## src/rtl/mlp_frame_sequencer.sv

```systemverilog
// Frame sequencer wrapping a combinational printed-MLP classifier:
// loads features beat-by-beat, settles, captures argmax, returns it.
//
// Ports:
//   clk, rst_n          clock, async active-low reset
//   s_valid/s_ready     feature beat handshake
//   s_data, s_last      feature value, final beat of frame
//   mlp_inp             packed features to classifier (slot k at FEAT_W*k)
//   mlp_out             classifier argmax (combinational from mlp_inp)
//   m_valid/m_ready     class result handshake
//   m_class             captured class
//   err_count           malformed frames seen, saturating at 255
module mlp_frame_sequencer #(
  parameter int N_FEAT     = 7,
  parameter int FEAT_W     = 4,
  parameter int CLS_W      = 2,
  parameter int SETTLE_CYC = 4
) (
  input  logic                     clk,
  input  logic                     rst_n,
  input  logic                     s_valid,
  output logic                     s_ready,
  input  logic [FEAT_W-1:0]        s_data,
  input  logic                     s_last,
  output logic [N_FEAT*FEAT_W-1:0] mlp_inp,
  input  logic [CLS_W-1:0]         mlp_out,
  output logic                     m_valid,
  input  logic                     m_ready,
  output logic [CLS_W-1:0]         m_class,
  output logic [7:0]               err_count
);

  localparam int IDX_W = (N_FEAT > 1) ? $clog2(N_FEAT) : 1;

  typedef enum logic [1:0] {
    LOAD,
    DRAIN,
    SETTLE,
    OUT
  } state_t;

  state_t             state, state_d;
  logic [IDX_W-1:0]   idx;
  logic [7:0]         sc;

  logic beat;
  logic at_end;
  logic sc_done;
  logic do_write;
  logic do_short;
  logic do_long;
  logic do_cap;
  logic do_hs;
  logic idx_clr;

  assign s_ready = (state == LOAD) || (state == DRAIN);
  assign beat    = s_valid && s_ready;
  assign at_end  = (idx == IDX_W'(N_FEAT - 1));
  assign sc_done = (sc == 8'(SETTLE_CYC - 1));

  always_comb begin
    state_d  = state;
    do_write = 1'b0;
    do_short = 1'b0;
    do_long  = 1'b0;
    do_cap   = 1'b0;
    do_hs    = 1'b0;
    idx_clr  = 1'b0;
    unique case (state)
      LOAD: begin
        if (beat) begin
          unique case (1'b1)
            at_end && s_last: begin
              do_write = 1'b1;
              idx_clr  = 1'b1;
              state_d  = SETTLE;
            end
            at_end && !s_last: begin
              do_write = 1'b1;
              do_long  = 1'b1;
              idx_clr  = 1'b1;
              state_d  = DRAIN;
            end
            !at_end && s_last: begin
              do_short = 1'b1;
              idx_clr  = 1'b1;
            end
            default: begin
              do_write = 1'b1;
            end
          endcase
        end
      end
      DRAIN: begin
        if (beat && s_last) begin
          state_d = SETTLE;
        end
      end
      SETTLE: begin
        if (sc_done) begin
          do_cap  = 1'b1;
          state_d = OUT;
        end
      end
      OUT: begin
        if (m_ready) begin
          do_hs   = 1'b1;
          state_d = LOAD;
        end
      end
      default: begin
        state_d = LOAD;
      end
    endcase
  end

  always_ff @(posedge clk or negedge rst_n) begin
    if (!rst_n) begin
      state <= LOAD;
    end else begin
      state <= state_d;
    end
  end

  always_ff @(posedge clk or negedge rst_n) begin
    if (!rst_n) begin
      idx <= '0;
    end else if (idx_clr) begin
      idx <= '0;
    end else if (do_write) begin
      idx <= idx + IDX_W'(1);
    end
  end

  // Short frames wipe the whole vector so no partial data reaches
  // the classifier.
  always_ff @(posedge clk or negedge rst_n) begin
    if (!rst_n) begin
      mlp_inp <= '0;
    end else if (do_short) begin
      mlp_inp <= '0;
    end else if (do_write) begin
      for (int k = 0; k < N_FEAT; k++) begin
        if (idx == IDX_W'(k)) begin
          mlp_inp[FEAT_W*k +: FEAT_W] <= s_data;
        end
      end
    end
  end

  always_ff @(posedge clk or negedge rst_n) begin
    if (!rst_n) begin
      sc <= '0;
    end else if (state == SETTLE) begin
      sc <= sc_done ? 8'd0 : sc + 8'd1;
    end
  end

  always_ff @(posedge clk or negedge rst_n) begin
    if (!rst_n) begin
      m_valid <= 1'b0;
      m_class <= '0;
    end else if (do_cap) begin
      m_valid <= 1'b1;
      m_class <= mlp_out;
    end else if (do_hs) begin
      m_valid <= 1'b0;
    end
  end

  always_ff @(posedge clk or negedge rst_n) begin
    if (!rst_n) begin
      err_count <= '0;
    end else if ((do_short || do_long) && (err_count != 8'hFF)) begin
      err_count <= err_count + 8'd1;
    end
  end

endmodule
```

## config.mk

```make
export PLATFORM = sky130hd
export DESIGN_NAME = mlp_frame_sequencer
export DESIGN_NICKNAME = d
export VERILOG_FILES = /design/src/rtl/mlp_frame_sequencer.sv
export SDC_FILE = /design/constraint.sdc
export NUM_CORES = 1
export LEC_CHECK = 0
export ABC_AREA = 1
export CAP_MARGIN = 10
export CORE_UTILIZATION = 35
export CTS_CLUSTER_SIZE = 24
export DETAILED_ROUTE_END_ITERATION = 16
export GPL_ROUTABILITY_DRIVEN = 0
export SLEW_MARGIN = 20
export SYNTH_ARGS = -nofsm -noshare
export SYNTH_HDL_FRONTEND = slang
export SYNTH_SLANG_ARGS = --single-unit
```

## constraint.sdc

```tcl
create_clock -name clk -period 1.7 [get_ports clk]
set_input_delay 0.34 -clock clk [delete_from_list [all_inputs] [get_ports clk]]
set_output_delay 0.34 -clock clk [all_outputs]
set_load 0.01 [all_outputs]
```

# After elaboration in Yosys (flattened, before gate mapping)
# Index checks and enable logic that the tools add are counted.
[word_totals]
reg_bits = 52
inputBits = 11
out_inout_bits = 40
elab_cells = 99
[classes]
add_sub_neg = 3
eq_ne = 16
n_mux = 36
n_reduce_logical = 31
[ops]
columns = ["op", "n"]
rows = [
  ["$mux W28", 2],
  ["$mux W4", 7],
  ["$reduce_bool A2 Y1", 10],
  ["$mux W1", 18],
  ["$add A8 B1 Y8 const B", 2],
  ["$reduce_and A2 Y1", 7],
  ["$eq A3 B3 Y1 const B", 3],
  ["$eq A8 B2 Y1 const B", 1],
  ["$mux W2", 4],
  ["$mux W8", 1],
  ["$ne A8 B8 Y1 const B", 1],
  ["$pmux W2 S4", 1],
  ["$eq A3 B2 Y1 const B", 2],
  ["$logic_and A1 B1 Y1", 6],
  ["$mux W3", 2],
  ["$ne A2 B2 Y1 const B", 3],
  ["$reduce_and A5 Y1", 1],
  ["$eq A2 B2 Y1 const B", 2],
  ["$pmux W2 S2", 1],
  ["$add A3 B1 Y3 const B", 1],
  ["$eq A3 B1 Y1 const B", 1],
  ["$logic_not A3 Y1", 1],
  ["$ne A3 B1 Y1 const B", 1],
  ["$reduce_or A3 Y1", 1],
  ["5 further kinds", 7],
]

# Depth between registers and ports, before layout
# Gate-level depths: netlist of run 1.
[depth]
word_depth = 8
mapped_depth = 10
ltp_nobuf = 10

# Worst setup path after synthesis of run 1
# No wires, ideal clock.
[synth_path]
path_kind = "register -> register"
from = "register state[0]"
to = "register idx[1]"
setup_time_ns = 0.119
arrival_time_ns = 1.274
required_time_ns = 1.581
path_slack_ns = 0.307
path_stages_with_launch = 9
path_buffers = 1
period_less_slack_ns = 1.393
cell_sequence = "dfrtp_1 -> inv_1 -> ha_1 -> nand2_1 -> inv_1 -> clkbuf_8 -> nor2_1 -> a31oi_1 -> inv_1"
[synth_between]
elab_chain_cells = 6
elab_cells_between_ends = 10
classes_between = "1 x eq/ne; 5 x mux; 4 x reduce/logical"
[synth_lines]
columns = ["item", "line_no", "source"]
rows = [
  ["from (decl)", "42", "state_t state, state_d;"],
  ["from (signal assigned)", "121", "state <= state_d;"],
  ["$eq A2 B1 Y1 or $logic_not A2 Y1 (tied branches)", "56, 69", ""],
  ["$logic_or A1 B1 Y1", "56", "assign s_ready = (state == LOAD) || (state == DRAIN);"],
  ["$logic_and A1 B1 Y1", "57", "assign beat = s_valid && s_ready;"],
  ["$mux W1", "71", "if (beat) begin"],
  ["$mux W1", "69", "unique case (state)"],
  ["$mux W3 or $reduce_bool A2 Y1 (tied branches)", "-", ""],
  ["to (signal assigned)", "131", "idx <= idx + IDX_W'(1);"],
  ["to (decl)", "43", "logic [IDX_W-1:0] idx;"],
]
# Several ways; a longest one is shown, not always the timed one.
# A chain may end at the register's enable or synchronous reset.

# Worst setup path after layout of run 1
[layout_path]
from = "register err_count[4]"
to = "output port err_count[4]"
[layout_rtl]
columns = ["item", "line_no", "source"]
rows = [
  ["from (decl)", "30", "output logic [7:0] err_count"],
  ["from (signal assigned)", "175", "err_count <= err_count + 8'd1;"],
]
# No word-level cell between the ends.

==> summary.txt, run 1 <==
Global routing
  – Overflow after GRT: 0
  – Pin count of the biggest net entering global routing: 53
  – Vias in the first global route: 1938
  – GR Layer Usage met1: 20.1%
  – First-pass GRT wire length: 9140 um
  – Met3 usage: 2.15%
  – Initial antenna violation count: 0
  – Grt peak-use layer: met2
  – Overall routing resource usage: 15.1%
  – M2 GR Usage: 24.8%

Clock network
  – Clock Tree Root: clkbuf_8
  – Reg clk slew, reported paths: 0.10 ns
  – Clock Tree Buf Depth: 2
  – TritonCTS buffer count: 5
  – CTS tree: built
  – Skew-Pair Late Insertion Delay: 0.30 ns
  – CTS sink cnt: 52
  – Post-CTS Hold Buffers: 0
  – Number of H-tree levels: 2

Synth
  – Dominant cells by area after synthesis: dfrtp_1 49%, nand2_1 16%, nand2_4 6.0%, ha_1 5.7%, o21ai_1 5.3%
  – Cells after Synth: 305
  – Largest family of logic cells by synthesized area: simple AND/OR/NAND/NOR gates
  – Post-Synth Simple-Gate Area: 28.8%
  – Post-Syn Nets: 328
  – Synth unique cells: 24
  – FF+latch count, synth: 52
  – XOR/XNOR share of the synthesized area: 2.33%
  – Adder-Cell Fraction of Synth Area: 5.70%
  – Netlist Area Pre-Place: 0.00264 sq mm
  – Complex-gate fraction of the synthesized area: 8.07%
  – Register area share after synthesis: 49.4%
  – Syn_area_per_cell: 8.64 sq um
  – Cell taking the most area after synthesis: dfrtp_1
  – Number of synthesis warnings: 0
  – Post-synthesis mux area share: 0%
  – Share of the synthesized area in the top cell type: 49.4%

STA
  – Max Freq: 0.607 GHz
  – Unrepaired setup endpoints after global routing: no
  – Worst-Margin Slew: 0.321 ns
  – Tcrit/Tclk final: 96.9%
  – Final hold vios: 0
  – Final setup viols: 0
  – Setup tns final: 0 ns
  – Rel. slew slack: 78.6%
  – Min Tclk post-route: 1.65 ns
  – Setup WS post-layout: 0.0524 ns
  – Clock Skew: 0.00694 ns
  – Final Slew Violations: 0
  – WHS: 0.0174 ns

Setup path
  – CP bufs+invs: 1
  – Largest delay share family, worst path: buffers and inverters
  – WP data arrival: 1.31 ns
  – Worst setup SP type: flip-flop
  – Worst path required time: 1.36 ns
  – Critical Path Fanout Max: 5
  – CP Cell Sequence: clkdlybuf4s50_1
  – CP max-delay cell: clkdlybuf4s50_1
  – Crit end category: primary output
  – Worst setup path class: reg -> out
  – Maximum cell stage delay along the critical path: 0.57 ns

Power
  – Sequential Power Share: 36.3%
  – NetSw: 2.02 mW
  – Power share of the combinational group: 46.1%
  – VDD IR-drop max: 723 uV
  – LEAKAGE: 1.71 nW
  – Power Density: 1610 mW/mm^2
  – Switching Share: 36.1%
  – Clock Power Share: 17.6%
  – Int Pwr: 3.58 mW

Finish
  – Fillers: 718
  – Design Area, Final: 0.00347 sq mm
  – Final Util: 47.9%
  – Register area: 0.00131 sq mm
  – Layout area overhead: 31.8%
  – Post-layout nets: 392
  – Area of the multi-input gates: 0.00119 sq mm
  – Antenna cells: 0
  – Layout cell share with drive strength beyond 1: 14.1%

Run
  – Max cap viols: 0

Drt
  – Post-DRT Antenna Nets: 0
  – WL/cell: 11.2 um
  – Vias per cell: 4.38
  – Detailed-route DRC error count: 0
  – Total wire length: 5260 um
  – DRT Pass-1 Iters: 4
  – Routed vias: 2050
  – 1st-iter DRT viols: 64

Die
  – Die area: 0.00788 sq mm
  – Core area: 0.00725 sq mm
  – Starting Density: 36.3%
  – Die Ht: 88.8 um
  – DIE WIDTH: 88.8 um
  – FP Rows: 31
  – Ports: 51

Place
  – Hpwl dp: 3810 um
  – Pre-CTS WS: 0.0378 ns
  – Post-Place Cell Area: 0.00332 sq mm
  – Port Buf Inserts: 50

Run status
  – Status: finished, final reports clean

Hold path
  – Worst Hold Class: in -> async
power groups by stage:
stage | Combinational [mW] | Clock (mW) | Sequential [mW]
2_1_floorplan | 1.28 | 0 | 2.18
3_3_place_gp | 2.56 | 0 | 2.05
3_5_place_dp | 2.60 | 0 | 2.05
4_1_cts | 2.60 | 1.02 | 2.03
5_1_grt | 2.91 | 1.05 | 2.10
6_report | 2.58 | 0.982 | 2.03
per-stage QoR:
step           power (mW)  cells
5_1_grt              6.06    468
4_1_cts              5.66    468
2_1_floorplan        3.47    305
6_report             5.60    468
3_3_place_gp         4.61    460
3_5_place_dp         4.65    460
layer usage:
| layer | up-vias | part of all wire, % |
|---|---|---|
| li1 | 1092 | - |
| met1 | 913 | 49 |
| met2 | 40 | 46 |
| met3 | 5 | 3.6 |
| met4 | 0 | 1.2 |
| met5 | - | 0 |
flip-flops by register name, summed over array words and instances, names as in the netlist:
| register | flops |
|---|---|
| err_count | 8 |
| m_valid | 1 |
| mlp_inp | 28 |
| state | 2 |
| m_class | 2 |
| idx | 3 |
| sc | 8 |
cell usage in the layout (no fill, tap or decap), drive strengths merged:
cell and n:
nand2 130, nand4 1, a31oi 1, dfrtp 52, xnor2 2, nand3 11
xor2 5, nor2 14, nand3b 3, nor3 1, clkbuf 5, o21ai 40
inv 28, clkdlybuf4s50 48, buf 13, bufinv 2, ha 12, o22ai 1
cell type report:
cell class,count,area share [%]
well taps,99,3.57
clock buffers,5,1.98
multi-input cells,221,34.4
repair buffers,61,17.6
inverters,28,3.10
flip-flops and latches,52,37.7
clock inverters,2,1.73
synth_stat cells:
master and number:
o21ai_1 28, nand4_1 1, nand2_1 111, clkbuf_8 1, nand3_2 2, o22ai_1 1
nor3_1 1, buf_12 1, xor2_1 5, nand3_1 9, nand2_2 5, ha_1 12
inv_1 27, dfrtp_1 52, nor2_1 13, o21ai_0 12, nand2_4 14, buf_2 1
nor2_2 1, clkbuf_1 1, inv_4 1, xnor2_1 2, a31oi_1 1, nand3b_1 3
cells by family after synthesis:
family          count (synthesis)
simple gates                  160
flops                          52
compound gates                 42
buf+inv                        32
fa+ha+maj                      12
xor+xnor                        7
final timing paths:
path | from | end | slack (ns) | cells past startpoint
max | err_count[4]$_DFFE_PN0P_ | err_count[4] | 0.05 | 1
min | rst_n | mlp_inp[12]$_DFFE_PN0P_ | 0.02 | 2
max reg2reg | idx[0]$_DFFE_PN0P_ | mlp_inp[22]$_DFFE_PN0P_ | 0.17 | 9
min reg2reg | m_valid$_DFFE_PN0P_ | m_valid$_DFFE_PN0P_ | 0.49 | 2
max in group asynchronous | rst_n | idx[0]$_DFFE_PN0P_ | 1.42 | 2
min in group clk | m_valid$_DFFE_PN0P_ | m_valid$_DFFE_PN0P_ | 0.49 | 2
timing repair:
action                                  4_1_cts  5_1_grt
endpoints found under the setup margin        1       24
gates resized for setup                       4       10
setup buffers                                 1        0
pin swaps                                     1        0
worst reg2reg max path: cells and delay by family, from the launching register on:
family / cells / cell delay (ns)
AOI/OAI and AO/OA: 1 / 0.05
adders and majority gates: 1 / 0.22
buffers and inverters: 2 / 0.25
DFF: 1 / 0.41
and+or+nand+nor: 5 / 0.49
Note: power is estimated with default switching activity, not from simulation.
==> run 2, diff against run 1 <==
TNS_END_PERCENT = 10   (was unset)
==> run 2 against run 1 <==
Net effect:
- count of clock-buffer cells in the layout unchanged
- non-clock buffer count unchanged
- via count increased by 0.24%
- die area unchanged
- register-to-register slack about the same
- highest routed layer unchanged
- global-route usage unchanged
- flip-flop and latch count unchanged
- first-iteration DRC count increased by 3.1%
- critical path depth unchanged
- combinational power about the same
==> summary.txt, run 2 (same netlist as run 1, synthesis figures left out) <==
Power
  – Power share of the combinational group: 46.1% (about the same)
  – LEAKAGE: 1.71 nW (about the same)
  – Power Density: 1610 mW/mm^2 (about the same)
  – NetSw: 2.01 mW (was 2.02 mW)
  – Clock Power Share: 17.6% (about the same)
  – Int Pwr: 3.57 mW (was 3.58 mW)
  – VDD IR-drop max: 721 uV (was 723 uV)
  – Switching Share: 36.1% (about the same)
  – Sequential Power Share: 36.4% (was 36.3%)

Finish
  – Largest register FFs: 28 (unchanged)
  – Most frequent cells in the layout: 110 x nand2_1, 48 x clkdlybuf4s50_1, 46 x dfrtp_1, 28 x o21ai_1, 26 x inv_1 (unchanged)
  – Layout area overhead: 31.7% (was 31.8%)
  – Design Area, Final: 0.00347 sq mm (about the same)
  – Post-layout nets: 392 (unchanged)
  – Antenna cells: 0 (unchanged)
  – Layout cell share with drive strength beyond 1: 13.8% (was 14.1%)
  – Largest regs: mlp_inp: 28 flops, err_count: 8 flops, sc: 8 flops (unchanged)
  – Final Util: 47.9% (about the same)
  – Most common cell after layout, fill and taps aside: nand2_1 (unchanged)
  – Count of non-filler cells in the finished layout: 468 (unchanged)
  – Top reg by flops: mlp_inp (unchanged)

Setup path
  – Maximum cell stage delay along the critical path: 0.57 ns (about the same)
  – Worst setup path class: reg -> out (unchanged)
  – Worst path required time: 1.36 ns (about the same)
  – WP data arrival: 1.31 ns (about the same)
  – CP Cell Sequence: clkdlybuf4s50_1 (unchanged)
  – Largest delay share family, worst path: buffers and inverters (unchanged)
  – CP max-delay cell: clkdlybuf4s50_1 (unchanged)
  – Crit end category: primary output (unchanged)
  – Worst setup SP type: flip-flop (unchanged)
  – CP bufs+invs: 1 (unchanged)
  – Critical Path Fanout Max: 5 (unchanged)

Drt
  – Total wire length: 5250 um (was 5260 um)
  – Detailed-route DRC error count: 0 (unchanged)
  – 1st-iter DRT viols: 66 (was 64)
  – Post-DRT Antenna Nets: 0 (unchanged)
  – WL/cell: 11.2 um (about the same)
  – Routed vias: 2055 (was 2050)
  – DRT Pass-1 Iters: 4 (unchanged)
  – Vias per cell: 4.39 (was 4.38)

Clock network
  – Reg clk slew, reported paths: 0.10 ns (about the same)
  – Post-CTS Hold Buffers: 0 (unchanged)
  – CTS sink cnt: 52 (unchanged)
  – TritonCTS buffer count: 5 (unchanged)
  – CTS tree: built (unchanged)
  – Clock Tree Root: clkbuf_8 (unchanged)
  – Clock Tree Buf Depth: 2 (unchanged)
  – Skew-Pair Late Insertion Delay: 0.30 ns (about the same)
  – Number of H-tree levels: 2 (unchanged)

STA
  – Final Slew Violations: 0 (unchanged)
  – Rel. slew slack: 78.6% (about the same)
  – Final setup viols: 0 (unchanged)
  – WHS: 0.0175 ns (was 0.0174 ns)
  – Tcrit/Tclk final: 96.9% (about the same)
  – Min Tclk post-route: 1.65 ns (about the same)
  – Worst-Margin Slew: 0.320 ns (was 0.321 ns)
  – Unrepaired setup endpoints after global routing: yes (was no)
  – Final hold vios: 0 (unchanged)
  – Setup tns final: 0 ns (unchanged)
  – Max Freq: 0.607 GHz (about the same)
  – Clock Skew: 0.00697 ns (was 0.00694 ns)

Run status
  – Status: finished, final reports clean (unchanged)

Run
  – Max cap viols: 0 (unchanged)

Die
  – Ports: 51 (unchanged)
  – FP Rows: 31 (unchanged)
  – Die Ht: 88.8 um (unchanged)
  – Core area: 0.00725 sq mm (unchanged)
  – DIE WIDTH: 88.8 um (unchanged)
  – Starting Density: 36.3% (unchanged)
  – Die area: 0.00788 sq mm (unchanged)

Global routing
  – Initial antenna violation count: 0 (unchanged)
  – Overall routing resource usage: 15.1% (unchanged)
  – Overflow after GRT: 0 (unchanged)
  – Pin count of the biggest net entering global routing: 53 (unchanged)
  – Vias in the first global route: 1938 (unchanged)
  – First-pass GRT wire length: 9140 um (unchanged)

Place
  – Port Buf Inserts: 50 (unchanged)
  – Hpwl dp: 3810 um (unchanged)
  – Post-Place Cell Area: 0.00332 sq mm (unchanged)
  – Cells after DPL: 460 (unchanged)

Hold path
  – Worst Hold Class: in -> async (unchanged)
==> run 2: final cells by class <==
cell class              instances  area [sq um]
clock buffers                   5          68.8
clock inverters                 2          60.1
fillers                       719          3780
inverters                      28           108
multi-input cells             221          1190
flip-flops and latches         52          1310
well taps                      99           124
repair buffers                 61           611
==> run 2: path summary, 6_finish.rpt <==
path	from	endpoint	slack (ns)	depth (start not counted)
max	err_count[4]$_DFFE_PN0P_	err_count[4]	0.05	1
min	rst_n	mlp_inp[12]$_DFFE_PN0P_	0.02	2
max reg2reg	idx[0]$_DFFE_PN0P_	mlp_inp[22]$_DFFE_PN0P_	0.17	9
min reg2reg	m_valid$_DFFE_PN0P_	m_valid$_DFFE_PN0P_	0.49	2
max in group asynchronous	rst_n	idx[0]$_DFFE_PN0P_	1.42	2
min in group clk	m_valid$_DFFE_PN0P_	m_valid$_DFFE_PN0P_	0.49	2
==> run 2: through the flow <==
stage                     worst slack [ns]  power [mW]
final                               0.0525        5.59
after global placement              0.0367        4.61
after CTS                          0.00445        5.66
after detailed placement            0.0378        4.65
after global routing               -0.0252        6.05
after floorplan                      0.307        3.47
==> run 2: power by group through the flow <==
stage | Combinational, mW | Clock [mW] | Sequential (mW)
after detailed placement | 2.60 | 0 | 2.05
final | 2.57 | 0.982 | 2.03
after floorplan | 1.28 | 0 | 2.18
after global routing | 2.90 | 1.05 | 2.10
after global placement | 2.56 | 0 | 2.05
after CTS | 2.60 | 1.02 | 2.03
==> run 2: repair_timing <==
action | in CTS | in global routing
setup buffers | 1 | 0
gates resized for setup | 4 | 9
setup endpoints to repair | 1 | 24
pin swaps | 1 | 0
==> run 2: per-layer routing <==
metal,GRT usage (%),share of wire [%]
met5,0,0
met4,5.72,1.2
met3,2.15,3.8
met2,24.8,46
met1,20.1,49
==> run 3, diff against run 2 <==
CORE_MARGIN = 2   (was unset)
CORE_UTILIZATION = 45   (was 35)
PLACE_DENSITY = 0.71   (was unset)
==> run 3 against run 2 <==
Net effect:
- sequential share of layout area grew 1.0 points
- non-clock buffer count fell by 3
- combinational power barely moved
- fmax grew 1.0%
- cell count decreased by 6.2%
- critical path depth is the same
- count of clock-buffer cells in the layout rose by 2
- hold slack improved by 0.0021 ns
- core utilization up 13 points
- clock skew up 0.0011 ns
- register-to-register slack lost 0.03 ns
- critical endpoint is now err_count[7]
- largest cell class unchanged
==> summary.txt, run 3 (same netlist as run 1, synthesis figures left out) <==
Finish
  – Antenna cells: 0 (unchanged)
  – Top reg by flops: mlp_inp (unchanged)
  – Most frequent cells in the layout: 110 x nand2_1, 48 x clkdlybuf4s50_1, 47 x dfrtp_1, 28 x o21ai_1, 24 x inv_1 (was 110 x nand2_1, 48 x clkdlybuf4s50_1, 46 x dfrtp_1, 28 x o21ai_1, 26 x inv_1)
  – Most common cell after layout, fill and taps aside: nand2_1 (unchanged)
  – Layout area overhead: 28.2% (was 31.7%)
  – Fillers: 519 (was 719)
  – Count of non-filler cells in the finished layout: 439 (was 468)
  – Largest register FFs: 28 (unchanged)
  – Layout cell share with drive strength beyond 1: 13.9% (was 13.8%)
  – Design Area, Final: 0.00338 sq mm (was 0.00347 sq mm)
  – Largest regs: mlp_inp: 28 flops, err_count: 8 flops, sc: 8 flops (unchanged)
  – Post-layout nets: 389 (was 392)

Clock network
  – Clock Tree Root: clkbuf_8 (unchanged)
  – TritonCTS buffer count: 5 (unchanged)
  – Skew-Pair Late Insertion Delay: 0.30 ns (about the same)
  – Number of H-tree levels: 2 (unchanged)
  – CTS tree: built (unchanged)
  – Clock Tree Buf Depth: 2 (unchanged)
  – Reg clk slew, reported paths: 0.09 ns (was 0.10 ns)
  – CTS sink cnt: 52 (unchanged)
  – Post-CTS Hold Buffers: 0 (unchanged)

Hold path
  – Worst Hold Class: in -> async (unchanged)

Run status
  – Status: finished, final reports clean (unchanged)

STA
  – Max Freq: 0.613 GHz (was 0.607 GHz)
  – Final Slew Violations: 0 (unchanged)
  – Unrepaired setup endpoints after global routing: yes (unchanged)
  – Rel. slew slack: 78.2% (was 78.6%)
  – Clock Skew: 0.00806 ns (was 0.00697 ns)
  – WHS: 0.0196 ns (was 0.0175 ns)
  – Min Tclk post-route: 1.63 ns (was 1.65 ns)
  – Setup WS post-layout: 0.0696 ns (was 0.0525 ns)
  – Tcrit/Tclk final: 95.9% (was 96.9%)
  – Final hold vios: 0 (unchanged)
  – Final setup viols: 0 (unchanged)
  – Worst-Margin Slew: 0.327 ns (was 0.320 ns)

Setup path
  – Worst path required time: 1.36 ns (about the same)
  – Maximum cell stage delay along the critical path: 0.57 ns (about the same)
  – Critical Path Fanout Max: 5 (unchanged)
  – Crit end category: primary output (unchanged)
  – Worst setup path class: reg -> out (unchanged)
  – CP bufs+invs: 1 (unchanged)
  – CP max-delay cell: clkdlybuf4s50_1 (unchanged)
  – WP data arrival: 1.29 ns (was 1.31 ns)
  – Largest delay share family, worst path: buffers and inverters (unchanged)
  – Worst setup SP type: flip-flop (unchanged)
  – CP Cell Sequence: clkdlybuf4s50_1 (unchanged)

Global routing
  – Pin count of the biggest net entering global routing: 53 (unchanged)
  – Grt peak-use layer: met2 (unchanged)
  – Overflow after GRT: 0 (unchanged)
  – M2 GR Usage: 28.9% (was 24.8%)
  – Initial antenna violation count: 0 (unchanged)
  – Vias in the first global route: 2016 (was 1938)
  – First-pass GRT wire length: 9200 um (was 9140 um)
  – GR Layer Usage met1: 25.3% (was 20.1%)
  – Overall routing resource usage: 18.0% (was 15.1%)
  – Met3 usage: 3.15% (was 2.15%)

Place
  – Post-Place Cell Area: 0.00327 sq mm (was 0.00332 sq mm)
  – Pre-CTS WS: 0.0118 ns (was 0.0378 ns)
  – Cells after DPL: 430 (was 460)
  – Hpwl dp: 3800 um (was 3810 um)
  – Port Buf Inserts: 50 (unchanged)

Die
  – FP Rows: 27 (was 31)
  – Die Ht: 80.5 um (was 88.8 um)
  – DIE WIDTH: 80.5 um (was 88.8 um)
  – Die area: 0.00648 sq mm (was 0.00788 sq mm)
  – Core area: 0.00557 sq mm (was 0.00725 sq mm)
  – Ports: 51 (unchanged)
  – Starting Density: 47.3% (was 36.3%)

Drt
  – 1st-iter DRT viols: 89 (was 66)
  – Post-DRT Antenna Nets: 0 (unchanged)
  – Detailed-route DRC error count: 0 (unchanged)
  – Vias per cell: 4.76 (was 4.39)
  – Routed vias: 2090 (was 2055)
  – WL/cell: 11.7 um (was 11.2 um)
  – DRT Pass-1 Iters: 4 (unchanged)
  – Total wire length: 5120 um (was 5250 um)

Power
  – Power Density: 1580 mW/mm^2 (was 1610 mW/mm^2)
  – VDD IR-drop max: 748 uV (was 721 uV)
  – LEAKAGE: 1.68 nW (was 1.71 nW)

Run
  – Max cap viols: 0 (unchanged)
-- run 3: changes by cell type in the layout (fill, tap and decap cells not counted), moves of 2 or more --
cell and change:
bufinv_16 -2, buf_4 -3, nor2_2 +2, inv_1 -2, inv_2 +2
-- run 3: final cells by class --
| class | instances | area, sq um | area share [%] |
|---|---|---|---|
| clock inverters | 1 | 7.51 | 0.222 |
| clock buffers | 7 | 86.3 | 2.56 |
| repair buffers | 58 | 588 | 17.4 |
| multi-input cells | 221 | 1190 | 35.3 |
| well taps | 72 | 90.1 | 2.67 |
| inverters | 28 | 108 | 3.19 |
| flip-flops and latches | 52 | 1310 | 38.7 |
-- run 3: worst paths after layout --
check | startpoint | endpoint | slack [ns] | depth (start not counted)
min in group clk | m_valid$_DFFE_PN0P_ | m_valid$_DFFE_PN0P_ | 0.49 | 2
worst max register to register | idx[0]$_DFFE_PN0P_ | mlp_inp[21]$_DFFE_PN0P_ | 0.14 | 7
max in group asynchronous | rst_n | err_count[6]$_DFFE_PN0P_ | 1.43 | 2
worst min-delay path | rst_n | idx[2]$_DFFE_PN0P_ | 0.02 | 2
worst min register to register | m_valid$_DFFE_PN0P_ | m_valid$_DFFE_PN0P_ | 0.49 | 2
worst max-delay path | err_count[7]$_DFFE_PN0P_ | err_count[7] | 0.07 | 1
-- run 3: metal layers --
| metal | part of all wire, % | up-vias |
|---|---|---|
| li1 | - | 1091 |
| met4 | 1.1 | 0 |
| met5 | 0 | - |
| met2 | 46 | 46 |
| met1 | 49 | 948 |
| met3 | 3.8 | 5 |
-- run 3: power breakdown --
group	switching (mW)	leakage, nW	internal, mW
sequential	0.341	0.661	1.71
combinational	1.30	0.971	1.28
clock	0.383	0.0445	0.331
-- run 3: metrics by stage --
stage	utilization (%)	power, mW	setup TNS (ns)
3_5_place_dp	58.6	4.64	0
4_1_cts	60.4	5.40	0
5_1_grt	60.6	5.83	-0.000717
6_report	60.6	5.33	0
2_1_floorplan	-	3.47	0
3_3_place_gp	58.6	4.57	0
-- run 3: repair_timing --
action,4_1_cts,5_1_grt
pin swaps,1,0
cloned,0,0
setup endpoints to repair,1,19
gates resized for setup,7,8
endpoints found under the hold margin,0,0
setup buffers,1,0
==> RTL change 1: new RTL, config.mk and constraints of run 1 <==
`FEAT_W`: 4 -> 3.
--- a/src/rtl/mlp_frame_sequencer.sv
+++ b/src/rtl/mlp_frame_sequencer.sv
@@ -14,3 +14,3 @@
   parameter int N_FEAT     = 7,
-  parameter int FEAT_W     = 4,
+  parameter int FEAT_W     = 3,
   parameter int CLS_W      = 2,
Interface: changed (resized mlp_inp and s_data); port bits go from 51 to 43. No check against the original RTL was run, so the function may have changed too.
==> RTL change 1 against run 1 <==
- the flow now finishes with violations (hold timing)
- final area down 14%
- setup slack better by 0.011 ns
- highest routed layer unchanged
- fmax is 0.65% higher
- wire length shrank 17%
- sequential cell count fell by 7
- sequential power decreased by 11%
- area after synthesis is 13% lower
- total power down 15%
- critical endpoint is now err_count[5]
==> RTL change 1: results <==
status:
  status: "finished, violations left"
  violations: "hold timing"
setup_path:
  r2r_end: "err_count[7]"
  worst-path-max-fanout: 6
  ff2ff_path_depth: 11
  crit_end: "err_count[5]"
timing:
  whs_ns: -0.0002191
  final.setup_skew_ns: 0.01050
  tightest_slew_ns: 0.2477
  finalHoldViolations: 1
synth:
  synth-seq-area-share: 0.4899
  synth_common_cells: "nand2_1 (100), dfrtp_1 (45), o21ai_0 (25), inv_1 (24), nor2_1 (16)"
  ys_types: 27
  synth_fp_nets: 294
placement:
  hpwl_um: 3218
final_layout:
  final_net_count: 350
  clock_area_frac: 0.03840
  largest_registers: "mlp_inp x21, err_count x8, sc x8"
  buf_share: 0.1611
routing:
  drt_iter0_markers: 78
grt:
  gr-usage-met2: 0.2183
  grt_pass1_wl_um: 7679
pwr:
  comb-power_mw: 2.13
  switching_power_mw: 1.747
  ir_drop_mv: 0.7212
-- RTL change 1: cell types whose count changed after synthesis, sizes merged, moves of 2 or more --
cell / delta
clkinv: +2
dfrtp: -7
nor2: +3
a21oi: +2
nand3: -3
inv: -3
o21ai: -12
nand2: -12
clkbuf: -2
-- RTL change 1: timing repair --
item,CTS,global route
setup endpoints to repair,1,5
pin swaps,1,0
gates cloned,0,0
buffers inserted,2,0
gates resized for setup,5,6
-- RTL change 1: per-stage QoR --
stage	instance area (um^2)	total power [mW]	cells	hold slack, ns	setup WS (ns)
global placement	2863	3.946	396	0.3425	0.007868
CTS	2999	4.840	406	0.01150	0.005587
detailed placement	2863	3.970	396	0.3380	0.0001372
finish	2998	4.760	406	-0.0002191	0.06305
floorplan	2298	2.958	272	0.04441	0.2941
global route	2998	5.161	406	0.02629	0.01087
-- RTL change 1: logic make-up after synthesis --
group / after synthesis
simple gates: 147
flops: 45
compound gates: 32
buf+inv: 28
fa+ha+maj: 12
xor+xnor: 7
mux: 1
==> RTL change 2: new RTL, config.mk and constraints of run 1 <==
Made on the original files. Register the output `err_count` once more, without a reset; this adds one clock of latency there. The other outputs are not delayed to match.
--- a/src/rtl/mlp_frame_sequencer.sv
+++ b/src/rtl/mlp_frame_sequencer.sv
@@ -40,2 +40,4 @@
   } state_t;
+
+  logic [7:0] err_count_s0;
 
@@ -172,5 +174,5 @@
     if (!rst_n) begin
-      err_count <= '0;
-    end else if ((do_short || do_long) && (err_count != 8'hFF)) begin
-      err_count <= err_count + 8'd1;
+      err_count_s0 <= '0;
+    end else if ((do_short || do_long) && (err_count_s0 != 8'hFF)) begin
+      err_count_s0 <= err_count_s0 + 8'd1;
     end
@@ -178,2 +180,6 @@
 
+  always_ff @(posedge clk) begin
+    err_count <= err_count_s0;
+  end
+
 endmodule
Function: changed (Yosys sat finds a counterexample within 4 cycles, from zero or initial values and one cycle with rst_n low).
==> RTL change 2 against run 1 <==
- combinational power is 8.9% higher
- final cell count is 5.8% higher
- setup slack better by 0.017 ns
- area after synthesis is 3.0% higher
- first-iteration DRC count is 36% higher
- non-clock buffer count is 13 higher
- sequential power is 13% higher
- total power is 14% higher
- final area is 7.1% higher
- critical path depth is 3 higher
- wire length is 5.7% higher
- sequential cell count is 8 higher
- clock skew hardly changed
- critical endpoint is now s_ready
- largest cell class unchanged
- largest power group unchanged
- highest routed layer unchanged
==> RTL change 2: results <==
pwr:
  leakagePower_nw: 1.839
clock_network:
  cts_resized: 10
  path_clk_slew_ns: 0.07
  htreeDepth: 3
  clk_latency_ns: 0.33
  postCtsHoldBufs: 1
setup_path:
  crit_family: "flip-flops"
  cpPeakStageDelay_ns: 0.36
  r2r_slack_ns: 0.15
  cp-startpoint: "state[1]"
  crit_end: "s_ready"
  cp_slowest_cell: "dfrtp_1"
  r2r_end: "mlp_inp[4]"
  arrival_ns: 1.29
synth:
  synthMuxAreaShare: 0.003688
  synthCells: 309
  synth_compound_area_frac: 0.06270
  ys_types: 28
  synth_xor_area_frac: 0.02259
  synth-seq-area-share: 0.5385
  synth_common_cells: "nand2_1 (119), dfrtp_1 (52), o21ai_1 (27), inv_1 (25), nor2_1 (15)"
  synth.area.top_cells: "dfrtp_1 (48%), nand2_1 (16%), dfxtp_1 (5.9%)"
  synth_fp_nets: 332
  async_flop_share: 0.8667
timing:
  whs_ns: 0.4392
  fmax_mhz: 613.2
  slew-limit-headroom: 0.8068
routing:
  wl_met3_um: 239
  wl_met1_um: 2738
  vias_per_cell: 4.356
  drt_iter0_markers: 87
  wl_met2_um: 2466
  wl_per_cell_um: 11.22
final_layout:
  finalNonFillerCells: 495
  final_net_count: 414
  fill_cells: 721
placement:
  hpwl_um: 3925
  placed_area_um2: 3496
  dp.cells: 477
grt:
  use_met3: 0.02961
  gr-usage-met2: 0.2303
  grt_util_met1: 0.2035
  grt_pass1_vias: 2083
  grt_pass1_wl_um: 9742
hold_path:
  hp-class: "flop to flop"
status:
  status: "completed"
-- RTL change 2: cell count changes after synthesis, moves of 2 or more --
cell     before  now
buf_6         0    2
nand2_4      14    3
nand3_1       9    7
o21ai_0      12    3
nor2_1       13   15
nand4_1       1    5
nand2_1     111  119
nand2_2       5   10
inv_1        27   25
dfxtp_1       0    8
-- RTL change 2: final cells by class --
| class | instances | area (um^2) | share of cell area |
|---|---|---|---|
| tap | 99 | 123.9 | 0.03330 |
| clock inverter | 2 | 35.03 | 0.009418 |
| sequential | 60 | 1461 | 0.3929 |
| multi-input combinational | 218 | 1120 | 0.3010 |
| timing repair buffer | 74 | 704.4 | 0.1894 |
| inverter | 28 | 112.6 | 0.03027 |
| clock buffer | 14 | 162.7 | 0.04373 |
-- RTL change 2: power groups by stage --
stage                     logic, mW  clock network, mW  registers [mW]
after floorplan                1.28                  0            2.47
after global placement         2.74                  0            2.31
after detailed placement       2.79                  0            2.32
after CTS                      2.84               1.32            2.30
after global routing           3.14               1.38            2.37
final                          2.81               1.29            2.29
